File: config.mk
export PLATFORM = sky130hd
export DESIGN_NAME = adder_arbiter
export DESIGN_NICKNAME = d
export VERILOG_FILES = /design/src/rtl/adder_arbiter.sv
export SDC_FILE = /design/constraint.sdc
export NUM_CORES = 1
export LEC_CHECK = 0
export ABC_AREA = 0
export CAP_MARGIN = 20
export CORE_MARGIN = 2
export CORE_UTILIZATION = 46
export CTS_CLUSTER_DIAMETER = 100
export CTS_CLUSTER_SIZE = 14
export DETAILED_ROUTE_END_ITERATION = 8
export GPL_TIMING_DRIVEN = 0
export PLACE_DENSITY = 0.89
export RECOVER_POWER = 50
export SETUP_SLACK_MARGIN = 0.05
export SLEW_MARGIN = 20
export SYNTH_ARGS = -nofsm -noshare
export SYNTH_HDL_FRONTEND = slang
export SYNTH_SLANG_ARGS = --single-unit
File: constraint.sdc
create_clock -name clk -period 2.9 [get_ports clk]
set_clock_uncertainty 0.2 [all_clocks]
set_input_delay 0.87 -clock clk [delete_from_list [all_inputs] [get_ports clk]]
set_output_delay 0.87 -clock clk [all_outputs]
set_load 0.03 [all_outputs]
File: src/rtl/adder_arbiter.sv
// Two-requester round-robin front end that shares one 5-bit ripple adder.
// Optional per-requester grant counters are enabled with ADDER_ARB_STATS_EN.

module fivebitadder (
  input  logic [4:0] a_i,
  input  logic [4:0] b_i,
  output logic [4:0] s_o,
  output logic       c_o
);

  logic [5:0] carry;

  assign carry[0] = 1'b0;

  for (genvar i = 0; i < 5; i++) begin : g_fa
    assign s_o[i]       = a_i[i] ^ b_i[i] ^ carry[i];
    assign carry[i + 1] = (a_i[i] & b_i[i]) | (carry[i] & (a_i[i] ^ b_i[i]));
  end

  assign c_o = carry[5];

endmodule

module adder_arbiter #(
  parameter int unsigned CNT_W = 8
) (
  input  logic             clk,
  input  logic             reset,
  input  logic             req0,
  input  logic             req1,
  input  logic [4:0]       a0,
  input  logic [4:0]       b0,
  input  logic [4:0]       a1,
  input  logic [4:0]       b1,
  output logic             ack0,
  output logic             ack1,
  output logic             res_valid,
  input  logic             res_ready,
  output logic             res_id,
  output logic [4:0]       res_s,
  output logic             res_c
`ifdef ADDER_ARB_STATS_EN
  ,
  output logic [CNT_W-1:0] gnt_cnt0,
  output logic [CNT_W-1:0] gnt_cnt1
`endif
);

  typedef enum logic [1:0] {StIdle, StCalc, StResp} state_e;

  state_e     state_q, state_d;
  logic       last_q, last_d;
  logic [4:0] op_a_q, op_b_q;
  logic       id_q;
  logic [4:0] sum_q;
  logic       carry_q;
  logic       gnt0, gnt1;
  logic [4:0] add_s;
  logic       add_c;

  fivebitadder u_adder (
    .a_i (op_a_q),
    .b_i (op_b_q),
    .s_o (add_s),
    .c_o (add_c)
  );

  always_comb begin
    state_d = state_q;
    last_d  = last_q;
    gnt0    = 1'b0;
    gnt1    = 1'b0;
    case (state_q)
      StIdle: begin
        // Gated by reset so no ack can leak out while reset is held.
        if (!reset) begin
          if (req0 && req1) begin
            gnt0 = last_q;
            gnt1 = !last_q;
          end else begin
            gnt0 = req0;
            gnt1 = req1;
          end
        end
        if (gnt0 || gnt1) begin
          state_d = StCalc;
          last_d  = gnt1;
        end
      end
      StCalc:  state_d = StResp;
      StResp:  if (res_ready) state_d = StIdle;
      default: state_d = StIdle;
    endcase
  end

  always_ff @(posedge clk or posedge reset) begin
    if (reset) begin
      state_q <= StIdle;
      last_q  <= 1'b1;
      op_a_q  <= '0;
      op_b_q  <= '0;
      id_q    <= 1'b0;
      sum_q   <= '0;
      carry_q <= 1'b0;
    end else begin
      state_q <= state_d;
      last_q  <= last_d;
      if (gnt0) begin
        op_a_q <= a0;
        op_b_q <= b0;
        id_q   <= 1'b0;
      end else if (gnt1) begin
        op_a_q <= a1;
        op_b_q <= b1;
        id_q   <= 1'b1;
      end
      if (state_q == StCalc) begin
        sum_q   <= add_s;
        carry_q <= add_c;
      end
    end
  end

  assign ack0      = gnt0;
  assign ack1      = gnt1;
  assign res_valid = (state_q == StResp);
  assign res_id    = id_q;
  assign res_s     = sum_q;
  assign res_c     = carry_q;

`ifdef ADDER_ARB_STATS_EN
  logic [CNT_W-1:0] cnt0_q, cnt1_q;

  always_ff @(posedge clk or posedge reset) begin
    if (reset) begin
      cnt0_q <= '0;
      cnt1_q <= '0;
    end else begin
      if (gnt0 && (cnt0_q != '1)) cnt0_q <= cnt0_q + CNT_W'(1);
      if (gnt1 && (cnt1_q != '1)) cnt1_q <= cnt1_q + CNT_W'(1);
    end
  end

  assign gnt_cnt0 = cnt0_q;
  assign gnt_cnt1 = cnt1_q;
`endif

endmodule
# Word-level counts from Yosys, hierarchy flattened
# Cells that the tools add are included.
# classes
eq_ne	4
mux	17
bitwise_logic	22
n_reduce_logical	7
# op_table
op	n
$mux W5	4
$mux W1	10
$and A1 B1 Y1	9
$xor A1 B1 Y1	9
$pmux W2 S3	1
$mux W2	2
$or A1 B1 Y1	4
$reduce_and A2 Y1	2
$eq A2 B1 Y1 const B	1
$eq A2 B2 Y1 const B	1
$logic_not A2 Y1	1
$ne A2 B1 Y1 const B	1
$ne A2 B2 Y1 const B	1
$reduce_bool A2 Y1	1
$logic_and A1 B1 Y1	1
$logic_not A1 Y1	1
$logic_or A1 B1 Y1	1
# word_totals
regBits	20
inputBits	25

# Logic depth before layout (Yosys ltp)
# logic_depth
word_depth	9
depth_mapped	9
mapped_depth_nobuf	9

# Modules after synthesis
# A second synthesis with hierarchy kept.
# hier_totals
hier_cells	117
hier_area_um2	1161.1
# modules_own_cells
mod	n_inst	cells_per_inst	area_each_um2
adder_arbiter	1	102	1031.0
fivebitadder	1	15	130.1

# Worst setup path after synthesis
# OpenSTA, ideal clock, no wires.
# synth_path
path_type	input to output
from	input port reset
to	output port ack1
t_arrival_ns	1.811
t_required_ns	1.830
setup_slack_ns	0.019
path_stages	4
path_cell_list	nor3_4 > buf_6 > nand2_1 > a21oi_1
# synth_via
elab_chain_len	3
# synth_lines
element	line	source
start: declaration	28	input logic reset,
$mux W1	76	if (!reset) begin
$mux W1 (2 in series)	73	case (state_q)
end: declaration	36	output logic ack1,
# No other way between the ends. The select of a mux whose other input is x is not followed.

# Worst setup path after layout
# Ends and elaborated chain as after synthesis.

==> key figures <==
Detailed routing
  – Via count: 1015
  – Final WL: 2640 µm
  – Routed length per instance: 14.0 µm
  – Pre-antenna DRT Iters: 4
  – # DRC: 0
  – Initial DRC count: 15
  – Final ANT Viol Nets: 0
  – Via-to-Cell Ratio: 5.40

STA
  – Final period demand of the worst path: between 2 and 3 ns
  – Pins Over Slew Limit: 0
  – Max Clk Rate: roughly 360 MHz
  – Hold WS: 0.292 ns
  – Final Cycle Share: 96.6%
  – Endpoints failing setup: 0
  – Unrepaired setup endpoints after global routing: no
  – Final Hold Viols: 0
  – Slew @ Worst Pin: 0.759 ns
  – Relative slew margins: 49.3%

Global routing
  – GR met2 Demand/Resource: 32.9%
  – Initial antenna violation count: 0
  – Overall Global Routing Usage: 20.9%
  – GRT Max-Usage Layer: met2
  – Vias in the first global route: 983
  – Largest net degree at the start of global routing: 21
  – Grt met1 use: 26.1%
  – GRT met3 Usage: ~2.7%
  – First-pass GRT wire length: about 4300 µm
  – GRT overflow: 0

Synth
  – Yosys reg bits: 20
  – Synth area leaders: dfrtp_1 (41%), o22a_2 (7.7%), fa_1 (6.9%)
  – Syn. warnings: 0
  – Post-synth cell types: 23
  – Top cell type's share of synthesized area: ~40%
  – Mean Syn Cell Area: 9.95 µm²
  – Sequential area share after synthesis: 43.1%
  – Post-synthesis cell area: 0.00116 mm²
  – Yosys top cell by area: dfrtp_1
  – Syn Inst Count: 117
  – Syn_nets: about 150

Setup path
  – R2r startpoint: op_a_q[0]
  – Max FO, Critical Path: 3
  – Worst setup EP type: output port
  – Reg2Reg Depth: 9
  – Critical Path End: ack1
  – CP arrival: 1.73 ns
  – CP max stage cell: clkdlybuf4s15_2
  – Worst-path cell chain: clkdlybuf4s15_2, nor3_4, buf_6, nand2_1, a21oi_2, buf_4
  – Worst r2r dst: res_s[4]
  – Worst setup path startpoint: reset
  – Worst stage delay on the critical path: 0.20 ns
  – Startpoint Class: primary input
  – Crit path required time: 1.83 ns
  – Register-to-Register Setup Slack: 0.33 ns
  – Crit Path Class: primary input to output port

Finish
  – Final Instance Area: between 0.0015 and 0.002 mm²
  – Fin nets: 189
  – Diodes inserted: 0
  – Layout cell share with drive strength beyond 1: 21.5%
  – Fill cells: 190
  – Area grow syn2layout: 37.8%
  – Most frequent cells in the layout: clkdlybuf4s50_1 (28), inv_1 (19), dfrtp_1 (19)
  – Leading cell type in the layout, fill and taps excluded: clkdlybuf4s50_1

Clock network
  – CTS tree: built
  – CTS Buf Count: 3
  – # H-tree levels: 1
  – Worst-path clk slew: 0.11 ns
  – CTS sink cnt: 20
  – Clock Tree Buf Depth: 2
  – Hold-fix buffers, CTS: 0
  – Clock Latency Late Sink: 0.31 ns
  – Clock Tree Root: clkbuf_4

Die
  – Ports: 35
  – DIE AREA: ~0.0029 mm²
  – Die span in y: ~54 µm
  – FP Rows: 18
  – Starting Density: 47.8%
  – Die Width: 54.3 µm
  – Core Footprint: 0.00243 mm²

Pwr
  – VDD IR-drop max: about 450 µV
  – Leak Pwr: 0.712 nW
  – Total power: 1.31 mW
  – Cell area power density: 814 mW/mm²

Placed design
  – PortBufs: 34
  – Area after DPL: roughly 0.0015 mm²
  – GP Congestion: a little over 0.8
  – HPWL Detailed: 1950 µm

Outcome
  – Status: finished clean

Min path
  – Hold Crit Class: flip-flop to flip-flop

Flow run
  – Max_cap viols: 0
## flip-flops by register name, summed over array words and instances, names as in the netlist
name	cells
op_a_q	5
op_b_q	5
res_s	5
state_q	2
last_q	1
res_c	1
res_id	1
## per-layer routing
layer	up-vias	wire, µm
li1	486	-
met2	49	1240
met1	474	1120
met3	6	224
met5	-	0
met4	0	57
## area by class of cell
| class | instances | area (µm²) | area share (%) |
|---|---|---|---|
| multi-input combinational | 69 | 532 | 33.2 |
| timing repair buffer | 37 | 360 | 22.5 |
| inverter | 19 | 71.3 | 4.45 |
| sequential | 20 | 502 | 31.3 |
| clock buffer | 4 | 26.3 | 1.64 |
| buffer | 9 | 75.1 | 4.68 |
| tap | 30 | 37.5 | 2.34 |
## worst max-delay path: cells and delay by family
family | cells | cell delay [ns]
and+or+nand+nor | 2 | 0.25
AOI/OAI and AO/OA | 1 | 0.10
buffers and inverters | 3 | 0.50
## logic make-up (layout without fill, tap and decap cells)
| family | Yosys count | count (layout) | synth area share [%] |
|---|---|---|---|
| AND/OR/NAND/NOR | 23 | 23 | 10.2 |
| flip-flops | 20 | 20 | 43.1 |
| adder cells (fa/ha/maj) | 5 | 5 | 7.96 |
| multiplexers | 3 | 3 | 2.90 |
| buffers and inverters | 28 | 69 | 11.9 |
| AO/OA/AOI/OAI | 38 | 38 | 23.9 |
## how the worst min path moves through the flow
stage	start	to	cells after the start
2_1_floorplan	op_b_q[4]	op_b_q[4]	1
6_report	res_s[4]	res_s[4]	2
5_1_grt	res_s[4]	res_s[4]	2
3_3_place_gp	res_s[4]	res_s[4]	2
3_5_place_dp	res_s[1]	res_s[1]	2
4_1_cts	res_s[1]	res_s[1]	2
## timing repair
| action | 4_1_cts | 5_1_grt |
|---|---|---|
| pin swaps | 1 | 1 |
| setup buffers | 3 | 0 |
| setup endpoints to repair | 2 | 2 |
| resized for setup | 22 | 0 |
## synth_stat cells, drive strengths merged
| cell type | instances |
|---|---|
| or2 | 1 |
| a31oi | 11 |
| nand2 | 14 |
| and3 | 1 |
| o22a | 10 |
| ha | 1 |
| nor2b | 1 |
| mux2 | 3 |
| a21oi | 3 |
| nor3 | 1 |
| o211ai | 10 |
| dfstp | 1 |
| buf | 9 |
| fa | 4 |
| dfrtp | 19 |
| o21ai | 4 |
| nand2b | 3 |
| inv | 19 |
| and2 | 1 |
| nor2 | 1 |
## per-stage QoR
step	TNS, ns	cells	setup WS (ns)	util [%]
after floorplan	0	117	0.196	-
after global placement	-1.61	181	-0.865	63.5
after detailed placement	-1.63	181	-0.874	63.5
after CTS	0	188	0.0537	66.0
after global routing	0	188	0.0621	65.9
final	0	188	0.0978	65.9
## report_power, final
group	leakage, nW	internal [mW]	switching (mW)
combinational	0.470	0.332	0.348
sequential	0.227	0.404	0.0811
clock	0.0150	0.0538	0.0876
total	0.712	0.790	0.516
(Power assumes the default switching activity.)
